<file path="src/rtl/multicycle_adder.sv">
// Chunk-serial adder/subtractor: CHUNK bits per clock, ripple carry held in a register.
// Results (sum/carry/overflow) load only on the RUN->DONE edge and hold until the next one.
module multicycle_adder #(
  parameter int WIDTH = 9,
  parameter int CHUNK = 3
) (
  input  logic             clk,
  input  logic             reset_n,
  input  logic             start,
  input  logic             sub,
  input  logic [WIDTH-1:0] A,
  input  logic [WIDTH-1:0] B,
  output logic             busy,
  output logic             done,
  output logic [WIDTH-1:0] sum,
  output logic             carry,
  output logic             overflow,
  output logic [1:0]       dbg_state
);

  localparam int N_STEPS = WIDTH / CHUNK;
  localparam int CW      = (N_STEPS > 1) ? $clog2(N_STEPS) : 1;

  typedef enum logic [1:0] {
    S_IDLE = 2'd0,
    S_RUN  = 2'd1,
    S_DONE = 2'd2
  } state_t;

  state_t           state_q, state_d;
  logic [CW-1:0]    cnt_q, cnt_d;
  logic [WIDTH-1:0] opa_q, opa_d;
  logic [WIDTH-1:0] opb_q, opb_d;
  logic             c_q, c_d;
  logic [WIDTH-1:0] w_q, w_d;
  logic [WIDTH-1:0] sum_q, sum_d;
  logic             carry_q, carry_d;
  logic             ovf_q, ovf_d;

  logic [CHUNK-1:0] a_chunk, b_chunk;
  logic [CHUNK:0]   chunk_sum;
  logic             last_step;

  // Handshake: start is accepted only in IDLE or DONE; busy is high while chunks
  // are being added; done is a one-cycle pulse coinciding with fresh results.
  always_comb begin
    state_d   = state_q;
    cnt_d     = cnt_q;
    opa_d     = opa_q;
    opb_d     = opb_q;
    c_d       = c_q;
    w_d       = w_q;
    sum_d     = sum_q;
    carry_d   = carry_q;
    ovf_d     = ovf_q;
    a_chunk   = opa_q[int'(cnt_q)*CHUNK +: CHUNK];
    b_chunk   = opb_q[int'(cnt_q)*CHUNK +: CHUNK];
    chunk_sum = {1'b0, a_chunk} + {1'b0, b_chunk} + {{CHUNK{1'b0}}, c_q};
    last_step = (cnt_q == CW'(N_STEPS - 1));

    case (state_q)
      S_IDLE, S_DONE: begin
        if (start) begin
          opa_d   = A;
          opb_d   = sub ? ~B : B;
          c_d     = sub;
          cnt_d   = '0;
          state_d = S_RUN;
        end else begin
          state_d = S_IDLE;
        end
      end
      S_RUN: begin
        w_d[int'(cnt_q)*CHUNK +: CHUNK] = chunk_sum[CHUNK-1:0];
        c_d   = chunk_sum[CHUNK];
        cnt_d = last_step ? '0 : cnt_q + CW'(1);
        if (last_step) begin
          state_d = S_DONE;
          sum_d   = w_d;
          carry_d = chunk_sum[CHUNK];
          ovf_d   = (opa_q[WIDTH-1] == opb_q[WIDTH-1]) && (w_d[WIDTH-1] != opa_q[WIDTH-1]);
        end
      end
      default: state_d = S_IDLE;
    endcase
  end

  always_ff @(posedge clk) begin
    if (!reset_n) begin
      state_q <= S_IDLE;
      cnt_q   <= '0;
      opa_q   <= '0;
      opb_q   <= '0;
      c_q     <= 1'b0;
      w_q     <= '0;
      sum_q   <= '0;
      carry_q <= 1'b0;
      ovf_q   <= 1'b0;
    end else begin
      state_q <= state_d;
      cnt_q   <= cnt_d;
      opa_q   <= opa_d;
      opb_q   <= opb_d;
      c_q     <= c_d;
      w_q     <= w_d;
      sum_q   <= sum_d;
      carry_q <= carry_d;
      ovf_q   <= ovf_d;
    end
  end

  assign busy      = (state_q == S_RUN);
  assign done      = (state_q == S_DONE);
  assign sum       = sum_q;
  assign carry     = carry_q;
  assign overflow  = ovf_q;
  assign dbg_state = state_q;

endmodule

</file>
<file path="config.mk">
export PLATFORM = sky130hd
export DESIGN_NAME = multicycle_adder
export DESIGN_NICKNAME = d
export VERILOG_FILES = /design/src/rtl/multicycle_adder.sv
export SDC_FILE = /design/constraint.sdc
export NUM_CORES = 1
export LEC_CHECK = 0
export CORE_MARGIN = 5
export CORE_UTILIZATION = 45
export CTS_BUF_LIST = sky130_fd_sc_hd__clkbuf_8
export CTS_CLUSTER_SIZE = 40
export DETAILED_ROUTE_END_ITERATION = 8
export PLACE_DENSITY = 0.7
export SLEW_MARGIN = 20
export SYNTH_ARGS = -nofsm -noshare
export SYNTH_HDL_FRONTEND = slang
export SYNTH_SLANG_ARGS = --single-unit
</file>
<file path="constraint.sdc">
create_clock -name clk -period 2.6 [get_ports clk]
set_input_delay 0.65 -clock clk [delete_from_list [all_inputs] [get_ports clk]]
set_output_delay 0.65 -clock clk [all_outputs]
set_load 0.005 [all_outputs]
</file>
**Word level (Yosys, flattened, before mapping)**

Cells that the tools add are included.

- Register bits after elaboration: 43
- Bits in latches: 0
- Bits in writable memories: 0
- Bits in read-only memories: 0
- Bits of input ports: 22
- Logic and storage cells: 43
- Memories: 0

- Add/sub/neg operators: 4
- Multipliers: 1
- Div/mod/pow operators: 0
- $lt $le $gt $ge: 0
- Eq/ne operators: 7
- Shifts and indexed selects: 4
- Mux-type cells: 10
- Bitwise operators: 1
- Reductions and logical operators: 7

Operators with widths:

| cell | count |
|---|---|
| variable part select 9 x 32 -> 3 bit | 2 |
| negation 4 -> 33 bit | 1 |
| variable shift 3 x 33 -> 9 bit, first input constant | 1 |
| variable part select 3 x 33 -> 9 bit | 1 |
| bitwise mux 9 bit | 1 |
| 2-to-1 mux 9 bit | 1 |
| NOT 9 bit | 1 |
| case mux 2 bit (2 select lines) | 2 |
| 2-to-1 mux 2 bit | 3 |
| AND reduction 2 bit | 3 |
| adder 3 x 3 -> 4 bit | 1 |
| adder 4 x 1 -> 4 bit | 1 |
| equality test 2 bit, second input constant | 2 |
| multiplier 2 x 2 -> 4 bit, second input constant | 1 |
| adder 2 x 1 -> 2 bit, second input constant | 1 |
| equality test 2 x 1 -> 1 bit, second input constant | 1 |
| logical NOT 2 bit | 1 |
| 2-to-1 mux 1 bit | 2 |
| inequality test 2 x 1 -> 1 bit, second input constant | 1 |
| inequality test 2 bit, second input constant | 1 |
| case mux 1 bit (2 select lines) | 1 |
| nonzero test 2 bit | 1 |
| OR reduction 2 bit | 1 |
| equality test 1 bit | 1 |
| other kinds (2) | 2 |

**Logic depth before layout (Yosys ltp)**

Gate-level depths: netlist of the first run.

- Depth after elaboration: 8
- Gate-level depth with buffers: 10
- Mapped depth without buffers: 9

**Least setup slack after synthesis of the first run**

OpenSTA, ideal clock, no wires.

- Path type: reg-to-reg
- Start point: register cnt_q[1]
- End point: register ovf_q (netlist: overflow)
- Setup time: 122 ps
- Arrival: 2,214 ps
- Required time: 2,478 ps
- Setup slack: 264 ps
- Cell stages (with the launch flop): 11
- Clock period less this slack: 2,336 ps
- Cell sequence: dfxtp_1 > buf_2 > nor2b_1 > nand2_1 > o21ai_0 > fa_1 > inv_1 > fa_1 > xnor2_1 > a2111o_1 > nand3_1

- Longest elaborated chain between the ends: 8
- Elaborated cells on any way between the ends: 13
- Classes of those cells: add/sub: 3; mul: 1; eq/ne: 2; shift: 4; mux: 1; reduce/logical: 2

Ends and longest elaborated chain:

| item | line | RTL |
|---|---|---|
| from (decl) | 31 | `logic [CW-1:0] cnt_q, cnt_d;` |
| from (signal assigned) | 101 | `cnt_q <= cnt_d;` |
| multiplier 2 x 2 -> 4 bit | 56, 57, 74 |  |
| variable part select 9 x 32 -> 3 bit (on tied branches) | 56, 57 |  |
| adder 3 x 3 -> 4 bit | 58 | `chunk_sum = {1'b0, a_chunk} + {1'b0, b_chunk} + {{CHUNK{1'b0}}, c_q};` |
| adder 4 x 1 -> 4 bit | 58 |  |
| variable part select 3 x 33 -> 9 bit | 74 | `w_d[int'(cnt_q)*CHUNK +: CHUNK] = chunk_sum[CHUNK-1:0];` |
| bitwise mux 9 bit | 74 |  |
| inequality test 1 bit | 81 | `ovf_d = (opa_q[WIDTH-1] == opb_q[WIDTH-1]) && (w_d[WIDTH-1] != opa_q[WIDTH-1]);` |
| logical AND 1 bit | 81 |  |
| to (signal assigned) | 108 | `ovf_q <= ovf_d;` |
| to (decl) | 38 | `logic ovf_q, ovf_d;` |

Parallel ways exist; a longest one is shown, timed or not.
A chain may end at the register's enable or synchronous reset.

**Worst setup path after layout of the first run**

- Start point: register cnt_q[0]
- End point: register w_q[7]

- Longest elaborated chain between the ends: 6
- Elaborated cells on any way between the ends: 9
- Classes of those cells: add/sub: 3; mul: 1; shift: 4; mux: 1

Ends and longest elaborated chain:

| item | line | RTL |
|---|---|---|
| multiplier 2 x 2 -> 4 bit * | 56, 57, 74 |  |
| variable part select 9 x 32 -> 3 bit (on tied branches) | 56, 57 |  |
| adder 3 x 3 -> 4 bit | 58 |  |
| adder 4 x 1 -> 4 bit | 58 |  |
| variable part select 3 x 33 -> 9 bit | 74 |  |
| bitwise mux 9 bit * | 74 |  |
| to (signal assigned) | 105 | `w_q <= w_d;` |
| to (decl) | 35 | `logic [WIDTH-1:0] w_q, w_d;` |

Mark *: on every way between the ends. The rest lies on a longest branch, timed or not.

==> key figures, run 1 <==
Hold path
  – Worst Hold Class: register to register

Flow run
  – # Max-Cap Violations: 0

Power and ir drop
  – Sw power: 385 uW
  – Seq pwr share: 0.472
  – Clk pwr share: 0.354
  – PD cells: 576 nW/um^2
  – Switching share of power: 0.255
  – Max VDD drop: 0.278 mV
  – Comb power frac: 0.174
  – Pint: 1.12 mW
  – Lkg Pwr: 0.975 nW

Floorplan
  – Die H: 78.3 um
  – Row count: 24
  – Die area: 6130 um^2
  – I/O pin count: 37
  – Die width: 78.3 um
  – Area of the core: 4440 um^2
  – Starting density of the core: 0.472

Synth
  – Net count after synthesis: 270
  – Syn Inst Count: 239
  – FF+latch count, synth: 43
  – Top cells by count, synth: 43 x dfxtp_1, 32 x a21oi_1, 27 x nand2_1
  – Post-synth EDFFs: 0
  – Post-synth top flop: dfxtp_1
  – Top post-synthesis cells by area: dfxtp_1 41%, a21oi_1 7.6%, nand2_1 4.8%
  – Asr flop ratio synth: 0
  – Post-synth cell types: 40
  – Cell with the most instances after synthesis: dfxtp_1
  – Synthesized area: 2100 um^2
  – Synth top area share: 0.411
  – Synth area leader: dfxtp_1
  – Yosys Warn Count: 0
  – Synth Area per Inst: 8.77 um^2
  – Sequential area share after synthesis: 0.411

Clock tree
  – Clock root cell: clkbuf_8
  – CTS sink cnt: 43
  – Post-cts sizing count: 0
  – Cts hold-fix bufs: 0
  – CTS Buffer Depth: 2
  – Inserted Clock Buffers: 5
  – Postcts setup bufs: 0
  – Clk_lat worst skew: 0.30 ns
  – H-tree depth: 2
  – CTS tree: yes
  – Worst-path clk slew: 0.08 ns

Routing
  – DR pass1 iterations: 4
  – Routed wire length: 4.56 mm
  – Vias per Instance: 5.28
  – Avg WL per Cell: 13.8 um
  – DRC Markers: 0
  – Via count: 1743
  – First-iteration detailed-routing DRC count: 122
  – ANT nets after route: 0

Critical path
  – Slowest Stage Delay on Critical Path: 0.43 ns
  – Peak fanout along the critical path: 7
  – Worst EP required: 2.84 ns
  – CP Cell Sequence: nor2b_2 > nand2_1 > o21ai_0 > fa_1 > inv_1 > fa_1 > nor4b_1 > mux2i_1 > a21oi_1
  – Arrival time at the worst endpoint: 2.58 ns
  – Worst path slowest cell: fa_1
  – Worst setup EP type: register
  – Most frequent CP cell: fa_1
  – Worst setup SP type: register
  – Worst Setup Path Type: register to register

Global route
  – First-pass GRT wire length: 7.76 mm
  – Largest net degree at the start of global routing: 29
  – Total global routing overflow: 0
  – GRT Resource Usage Total: 0.159
  – Initial antenna violation count: 0
  – Vias in the first global route: 1625

Layout
  – Utilization after layout: 0.590
  – Multi-input gate area: 1110 um^2
  – Share of cells above drive strength 1: 0.0899
  – Layout area overhead: 25.1%
  – # nets final: 308
  – Diodes inserted: 0
  – Reg area: 862 um^2
  – Filler cell count: 416

STA
  – Slew margin rel.: 0.652
  – Final period util: 0.900
  – Worst Tran Pin Value: 0.523 ns
  – Fmax: 0.427 GHz
  – Min Tclk post-route: 2.34 ns
  – Final hold vios: 0
  – Layout Skew: 0.00520 ns
  – RSZ-0062 raised after global routing: false
  – Setup TNS: 0 ns
  – Final setup vio count: 0
  – Final Max Slew Viols: 0

Placed design
  – Final GP Congestion: 0.844
  – DPL Wire Length: 3.37 mm
  – Port buffer count: 36

Run status
  – Status: finished, final reports clean
## power groups by stage
stage / sequential (mW) / clock [mW] / combinational (mW)
2_1_floorplan: 0.723 / 0 / 0.172
3_3_place_gp: 0.728 / 0 / 0.259
3_5_place_dp: 0.728 / 0 / 0.261
4_1_cts: 0.713 / 0.544 / 0.263
5_1_grt: 0.718 / 0.571 / 0.293
6_report: 0.713 / 0.534 / 0.262
## critical path, delay by kind of cell, from the launching register on
kind                     cells  cell delay [ns]
buffers and inverters        1             0.08
AND/OR/NAND/NOR              3             0.57
adder cells (fa/ha/maj)      2             0.85
AO/OA/AOI/OAI                2             0.26
multiplexers                 1             0.15
flip-flops                   1             0.36
## worst paths after layout
kind                            to                   from  slack (ns)  cells after the start
min          opa_q[5]$_SDFFE_PN0P_  opa_q[5]$_SDFFE_PN0P_        0.46                      2
max reg2reg    w_q[7]$_SDFFE_PN0P_  cnt_q[0]$_SDFFE_PN0P_        0.26                      9
max            w_q[7]$_SDFFE_PN0P_  cnt_q[0]$_SDFFE_PN0P_        0.26                      9
min reg2reg  opa_q[5]$_SDFFE_PN0P_  opa_q[5]$_SDFFE_PN0P_        0.46                      2
## layout by cell type (no fill, tap or decap), drive strengths merged, types with 2 or more instances in the layout
cell and count:
a211oi 9, a21oi 32, a32oi 6, and3b 2, and4bb 3, buf 10, clkbuf 6, clkdlybuf4s50 36
dfxtp 43, fa 2, ha 7, inv 8, mux2i 8, nand2 27, nand2b 2, nand3 4
nand3b 2, nor2 16, nor2b 9, nor4b 2, o21a 2, o21ai 20, xnor2 10
## layer usage
layer	up-vias	track usage	wire, um
met5	-	0	0
met4	0	0.0577	81
met3	7	0.0400	278
met2	47	0.249	2020
met1	770	0.211	2180
li1	919	-	-
## flip-flops by register name (all words and copies together) (netlist names)
name       cells
opb_q          9
c_q            1
dbg_state      2
opa_q          9
w_q            9
carry          1
cnt_q          2
sum            9
overflow       1
## final cells by class
class                           instances  share of cell area
Clock buffer                            6              0.0315
Sequential cell                        43               0.329
Clock inverter                          2              0.0134
Timing Repair Buffer                   46               0.166
Tap cell                               52              0.0248
Multi-Input combinational cell        173               0.424
Inverter                                8              0.0115
## metrics by stage
| step | cells | power, mW | cell area, um^2 | setup WS, ns | hold slack [ns] |
|---|---|---|---|---|---|
| after floorplan | 239 | 0.895 | 2100 | 0.264 | 0.436 |
| after global placement | 322 | 0.986 | 2500 | 0.251 | 0.449 |
| after detailed placement | 322 | 0.989 | 2500 | 0.183 | 0.454 |
| after CTS | 330 | 1.52 | 2620 | 0.148 | 0.462 |
| after global routing | 330 | 1.58 | 2620 | 0.0596 | 0.494 |
| final | 330 | 1.51 | 2620 | 0.260 | 0.462 |
## logic make-up (layout without fill, tap and decap cells)
kind of cell,after synthesis,in the layout,synth area share
AO/OA/AOI/OAI,74,74,0.208
XOR/XNOR,10,10,0.0418
adder cells (fa/ha/maj),9,9,0.0609
buffers and inverters,23,62,0.0603
flip-flops,43,43,0.411
multiplexers,8,8,0.0382
AND/OR/NAND/NOR,72,72,0.181
Note: power is estimated with default switching activity, not from simulation.
==> run 2, diff against run 1 <==
Settings changed: ABC_CLOCK_PERIOD_IN_PS set to 2170.
Clock period 2.6 ns to 2.17 ns, I/O delays scaled along.
==> key figures, run 2 (synthesis gave the netlist of run 1 again) <==
Routing
  – ANT nets after route: 0 (unchanged)
  – Routed wire length: 4.53 mm (-0.70%)
  – First-iteration detailed-routing DRC count: 114 (-6.6%)
  – Avg WL per Cell: 13.7 um (-1.0%)
  – DR pass1 iterations: 4 (unchanged)
  – DRC Markers: 0 (unchanged)
  – Vias per Instance: 5.35 (+1.3%)
  – Via count: 1771 (+1.6%)

Run status
  – Status: finished, violations left
  – Failing checks: setup timing

Clock tree
  – Clock root cell: clkbuf_8
  – Inserted Clock Buffers: 5 (unchanged)
  – Worst-path clk slew: 0.08 ns (about the same)
  – CTS Buffer Depth: 2 (unchanged)
  – Clk_lat worst skew: 0.30 ns (about the same)
  – Cts hold-fix bufs: 0 (unchanged)
  – H-tree depth: 2 (unchanged)
  – CTS sink cnt: 43 (unchanged)
  – CTS tree: yes

STA
  – RSZ-0062 raised after global routing: true
  – Worst Tran Pin Value: 0.546 ns (+0.0235 ns)
  – Final hold vios: 0 (unchanged)
  – Slew margin rel.: 0.635 (-0.0168)
  – Final Max Slew Viols: 0 (unchanged)
  – Hold Slack: 0.458 ns (-0.00328 ns)
  – Min Tclk post-route: 2.19 ns (-0.148 ns)
  – Final WS setup: -0.0216 ns (-0.282 ns)
  – Final setup vio count: 2 (+2)
  – Fmax: 0.456 GHz (+6.8%)
  – Final period util: 1.01 (+0.110)
  – Layout Skew: 0.00846 ns (+0.00326 ns)

Critical path
  – Buf+Inv Stages, Crit Path: 1 (unchanged)
  – Slowest Stage Delay on Critical Path: 0.46 ns (+0.03 ns)
  – Worst Setup Path Type: register to register
  – Worst EP required: 2.40 ns (-0.44 ns)
  – R2r worst-path depth: 8 (-1)
  – Worst setup SP type: register
  – Arrival time at the worst endpoint: 2.43 ns (-0.15 ns)
  – Top Family by Delay on Critical Path: adder cells
  – CP Cell Sequence: mux2i_2 > o21ai_2 > fa_2 > inv_2 > fa_2 > nor4b_4 > mux2i_1 > a21oi_1
  – Worst setup EP type: register
  – Worst path slowest cell: fa_2
  – Most frequent CP cell: fa_2
  – Peak fanout along the critical path: 5 (-2)
  – Worst path depth: 8 (-1)

Placed design
  – Pre-CTS WS: -0.0558 ns (-0.239 ns)
  – Final GP Congestion: 0.827 (-2.0%)
  – DPL Wire Length: 3.27 mm (-2.9%)
  – Port buffer count: 36 (unchanged)

Layout
  – Layout area overhead: 28.6%
  – Share of cells above drive strength 1: 0.118 (+0.0284)
  – # nets final: 309 (+0.32%)
  – Diodes inserted: 0 (unchanged)
  – Utilization after layout: 0.607 (+0.0166)
  – Commonest non-fill, non-tap cell in the layout: dfxtp_1
  – Most frequent cells in the layout: 42 x dfxtp_1, 36 x clkdlybuf4s50_1, 32 x a21oi_1

Floorplan
  – Area of the core: 4440 um^2 (unchanged)
  – Row count: 24 (unchanged)
  – Die area: 6130 um^2 (unchanged)
  – I/O pin count: 37 (unchanged)
  – Die H: 78.3 um (unchanged)
  – Die width: 78.3 um (unchanged)
  – Starting density of the core: 0.472 (unchanged)

Hold path
  – Worst hold stages: 2 (unchanged)
  – Worst Hold Class: register to register

Power and ir drop
  – PD cells: 686 nW/um^2 (+19%)
  – Max VDD drop: 0.435 mV (+56%)
  – Lkg Pwr: 1.00 nW (+2.6%)

Global route
  – Total global routing overflow: 0 (unchanged)
  – First-pass GRT wire length: 7.70 mm (-0.80%)
  – Largest net degree at the start of global routing: 29 (unchanged)
  – GRT Resource Usage Total: 0.155 (-0.00330)
  – Vias in the first global route: 1688 (+3.9%)
  – Initial antenna violation count: 0 (unchanged)

Flow run
  – # Max-Cap Violations: 0 (unchanged)
run 2: final cells by class:
cell class                 count  area (um^2)
fill                         414         1750
multi-input combinational    173         1160
sequential                    43          865
timing repair buffer          47          455
clock buffer                   6         82.6
tap                           52         65.1
clock inverter                 2         35.0
inverter                       8         30.0
run 2: stage by stage:
step	TNS (ns)	total power [mW]	instance area, um^2	cells
after floorplan	-0.0161	1.08	2120	239
after global placement	0	1.19	2530	322
after detailed placement	-0.0847	1.19	2530	322
after CTS	-0.0852	1.84	2670	330
after global routing	-0.356	1.94	2700	331
final	-0.0271	1.85	2700	331
run 2: final timing paths:
kind | endpoint | slack (ns) | from
worst min register to register | opa_q[4]$_SDFFE_PN0P_ | 0.46 | opa_q[4]$_SDFFE_PN0P_
worst max-delay path | sum[7]$_SDFFE_PN0P_ | -0.02 | cnt_q[1]$_SDFFE_PN0P_
worst min-delay path | opa_q[4]$_SDFFE_PN0P_ | 0.46 | opa_q[4]$_SDFFE_PN0P_
worst max register to register | sum[7]$_SDFFE_PN0P_ | -0.02 | cnt_q[1]$_SDFFE_PN0P_
run 2: what timing repair did:
action,4_1_cts,5_1_grt
pin swaps,2,3
endpoints found under the setup margin,8,9
setup buffers,0,1
gates resized for setup,4,5
run 2: report_power, final:
group / internal [mW] / total [mW] / switching, mW
combinational: 0.169 / 0.349 / 0.180
clock: 0.373 / 0.649 / 0.276
sequential: 0.827 / 0.853 / 0.0261
run 2: worst reg2reg max path, stage by stage (launching register included):
cell,delay [ns]
dfxtp_4,0.39
mux2i_2,0.22
o21ai_2,0.09
fa_2,0.37
inv_2,0.07
fa_2,0.46
nor4b_4,0.26
mux2i_1,0.13
a21oi_1,0.14
run 2: per-layer routing:
layer / vias to the layer above / GRT usage / routed length (um)
met1: 804 / 0.197 / 2190
met4: 0 / 0.0734 / 61
met5: - / 0 / 0
met2: 38 / 0.245 / 2060
met3: 8 / 0.0423 / 221
li1: 921 / - / -
==> run 3, diff against run 2 <==
Settings changed: CORE_ASPECT_RATIO set to 0.5.
==> key figures, run 3 (synthesis gave the netlist of run 1 again) <==
Run status
  – Status: finished, violations left
  – Failing checks: setup timing

Power and ir drop
  – Comb power frac: 0.193 (+0.005)
  – Clk pwr share: 0.331 (-0.020)
  – Switching share of power: 0.265 (+0.00396)
  – Pint: 1.33 mW (-3.0%)
  – Seq pwr share: 0.476 (+0.015)
  – Lkg Pwr: 1.00 nW (+0.13%)
  – PD cells: 667 nW/um^2 (-2.8%)
  – Max VDD drop: 0.270 mV (-38%)
  – Sw power: 478 uW (-0.99%)
  – Power Total: 1.80 mW (-2.5%)

Floorplan
  – Starting density of the core: 0.472 (about the same)
  – Die H: 58.3 um (-26%)
  – Die area: 6210 um^2 (+1.3%)
  – Row count: 17 (-29%)
  – I/O pin count: 37 (unchanged)
  – Area of the core: 4450 um^2 (about the same)
  – Die width: 107 um (+36%)

Clock tree
  – Inserted Clock Buffers: 5 (unchanged)
  – CTS tree: yes
  – H-tree depth: 2 (unchanged)
  – Clk_lat worst skew: 0.30 ns (about the same)
  – CTS Buffer Depth: 2 (unchanged)
  – CTS sink cnt: 43 (unchanged)
  – Cts hold-fix bufs: 0 (unchanged)
  – Clock root cell: clkbuf_8
  – Worst-path clk slew: 0.08 ns (about the same)

STA
  – Final Max Slew Viols: 0 (unchanged)
  – Layout Skew: 0.0103 ns (+0.00188 ns)
  – Worst Tran Pin Value: 0.482 ns (-0.0641 ns)
  – Min Tclk post-route: 2.20 ns (+0.0123 ns)
  – Final period util: 1.02 (+0.00566)
  – Setup TNS: -0.0515 ns (-0.0243 ns)
  – Final WS setup: -0.0339 ns (-0.0123 ns)
  – Final hold vios: 0 (unchanged)
  – Slew margin rel.: 0.679 (+0.0439)
  – RSZ-0062 raised after global routing: true
  – Fmax: 0.454 GHz (-0.56%)
  – Hold Slack: 0.466 ns (+0.00785 ns)
  – Final setup vio count: 2 (unchanged)

Critical path
  – CP Cell Sequence: mux2i_2 > o21ai_1 > fa_2 > inv_2 > fa_2 > nor4b_4 > mux2i_1 > a21oi_1
  – Arrival time at the worst endpoint: 2.44 ns (about the same)
  – Peak fanout along the critical path: 5 (unchanged)
  – Most frequent CP cell: fa_2
  – Slowest Stage Delay on Critical Path: 0.46 ns (about the same)
  – Worst EP required: 2.41 ns (about the same)
  – Worst setup EP type: register
  – Worst setup SP type: register
  – Worst path slowest cell: fa_2
  – Worst Setup Path Type: register to register

Layout
  – Commonest non-fill, non-tap cell in the layout: dfxtp_1
  – Multi-input gate area: 1170 um^2 (+0.64%)
  – Layout area overhead: 29.0%
  – Non-filler cells, final: 336 (+1.5%)
  – Reg area: 867 um^2 (+0.29%)
  – # nets final: 310 (+0.32%)
  – Most frequent cells in the layout: 40 x dfxtp_1, 36 x clkdlybuf4s50_1, 31 x a21oi_1
  – Final instance area: 2710 um^2 (+0.32%)
  – Share of cells above drive strength 1: 0.129 (+0.0108)
  – Filler cell count: 404 (-2.4%)
  – Diodes inserted: 0 (unchanged)
  – Utilization after layout: 0.609 (+0.00180)

Flow run
  – # Max-Cap Violations: 0 (unchanged)

Routing
  – ANT nets after route: 0 (unchanged)
  – Avg WL per Cell: 14.8 um (+8.2%)
  – DRC Markers: 0 (unchanged)
  – DR pass1 iterations: 4 (unchanged)
  – Vias per Instance: 5.41 (+1.1%)
  – Routed wire length: 4.98 mm (+9.8%)
  – First-iteration detailed-routing DRC count: 82 (-28%)
  – Via count: 1817 (+2.6%)

Global route
  – GRT Resource Usage Total: 0.165 (+0.0101)
  – Initial antenna violation count: 0 (unchanged)
  – Total global routing overflow: 0 (unchanged)
  – Largest net degree at the start of global routing: 29 (unchanged)
  – Vias in the first global route: 1691 (+0.18%)
  – First-pass GRT wire length: 8.14 mm (+5.7%)

Placed design
  – Port buffer count: 36 (unchanged)
  – Pre-CTS WS: -0.108 ns (-0.0525 ns)
  – DPL Wire Length: 3.54 mm (+8.2%)
  – Inst Count DP: 327 (+1.6%)
  – Final GP Congestion: 0.828 (about the same)
  – Placement-stage cell area: 2540 um^2 (+0.25%)

Hold path
  – Worst Hold Class: register to register
run 3: changes by cell type in the layout (fill, tap and decap cells not counted), sizes merged:
cell / change
clkbuf: -1
clkinv: -1
inv: +1
buf: +1
run 3: path summary, 6_finish.rpt:
path	startpoint	endpoint	slack, ns	depth (start not counted)
max reg2reg	cnt_q[1]$_SDFFE_PN0P_	w_q[7]$_SDFFE_PN0P_	-0.03	8
min reg2reg	opa_q[3]$_SDFFE_PN0P_	opa_q[3]$_SDFFE_PN0P_	0.47	2
min	opa_q[3]$_SDFFE_PN0P_	opa_q[3]$_SDFFE_PN0P_	0.47	2
max	cnt_q[1]$_SDFFE_PN0P_	w_q[7]$_SDFFE_PN0P_	-0.03	8
run 3: what timing repair did:
action                                  in CTS  in global routing
endpoints found under the setup margin       9                 12
pin swaps                                    0                  1
endpoints found under the hold margin        0                  0
gates resized for setup                      7                  6
setup buffers                                0                  2
run 3: power by group through the flow:
stage | Clock, mW | Sequential [mW] | Combinational (mW)
CTS | 0.611 | 0.857 | 0.336
global route | 0.636 | 0.865 | 0.380
finish | 0.597 | 0.860 | 0.348
detailed placement | 0 | 0.876 | 0.323
global placement | 0 | 0.875 | 0.314
floorplan | 0 | 0.867 | 0.216
run 3: area by class of cell:
class | count | share of cell area
sequential | 43 | 0.321
multi-input combinational | 173 | 0.433
inverter | 8 | 0.0111
clock inverter | 2 | 0.0125
clock buffer | 5 | 0.0254
tap | 57 | 0.0264
timing repair buffer | 48 | 0.171
run 3: worst max-delay path: cells and delay by family (launching register included):
kind	cells	cell delay [ns]
AOI/OAI and AO/OA	2	0.25
adders and majority gates	2	0.82
buffers and inverters	1	0.07
muxes	2	0.34
and+or+nand+nor	1	0.25
DFF	1	0.40
run 3: layer usage:
layer	GRT usage	part of all wire
met2	0.248	0.44
met1	0.230	0.50
met4	0.0692	0.017
met3	0.0378	0.047
met5	0	0
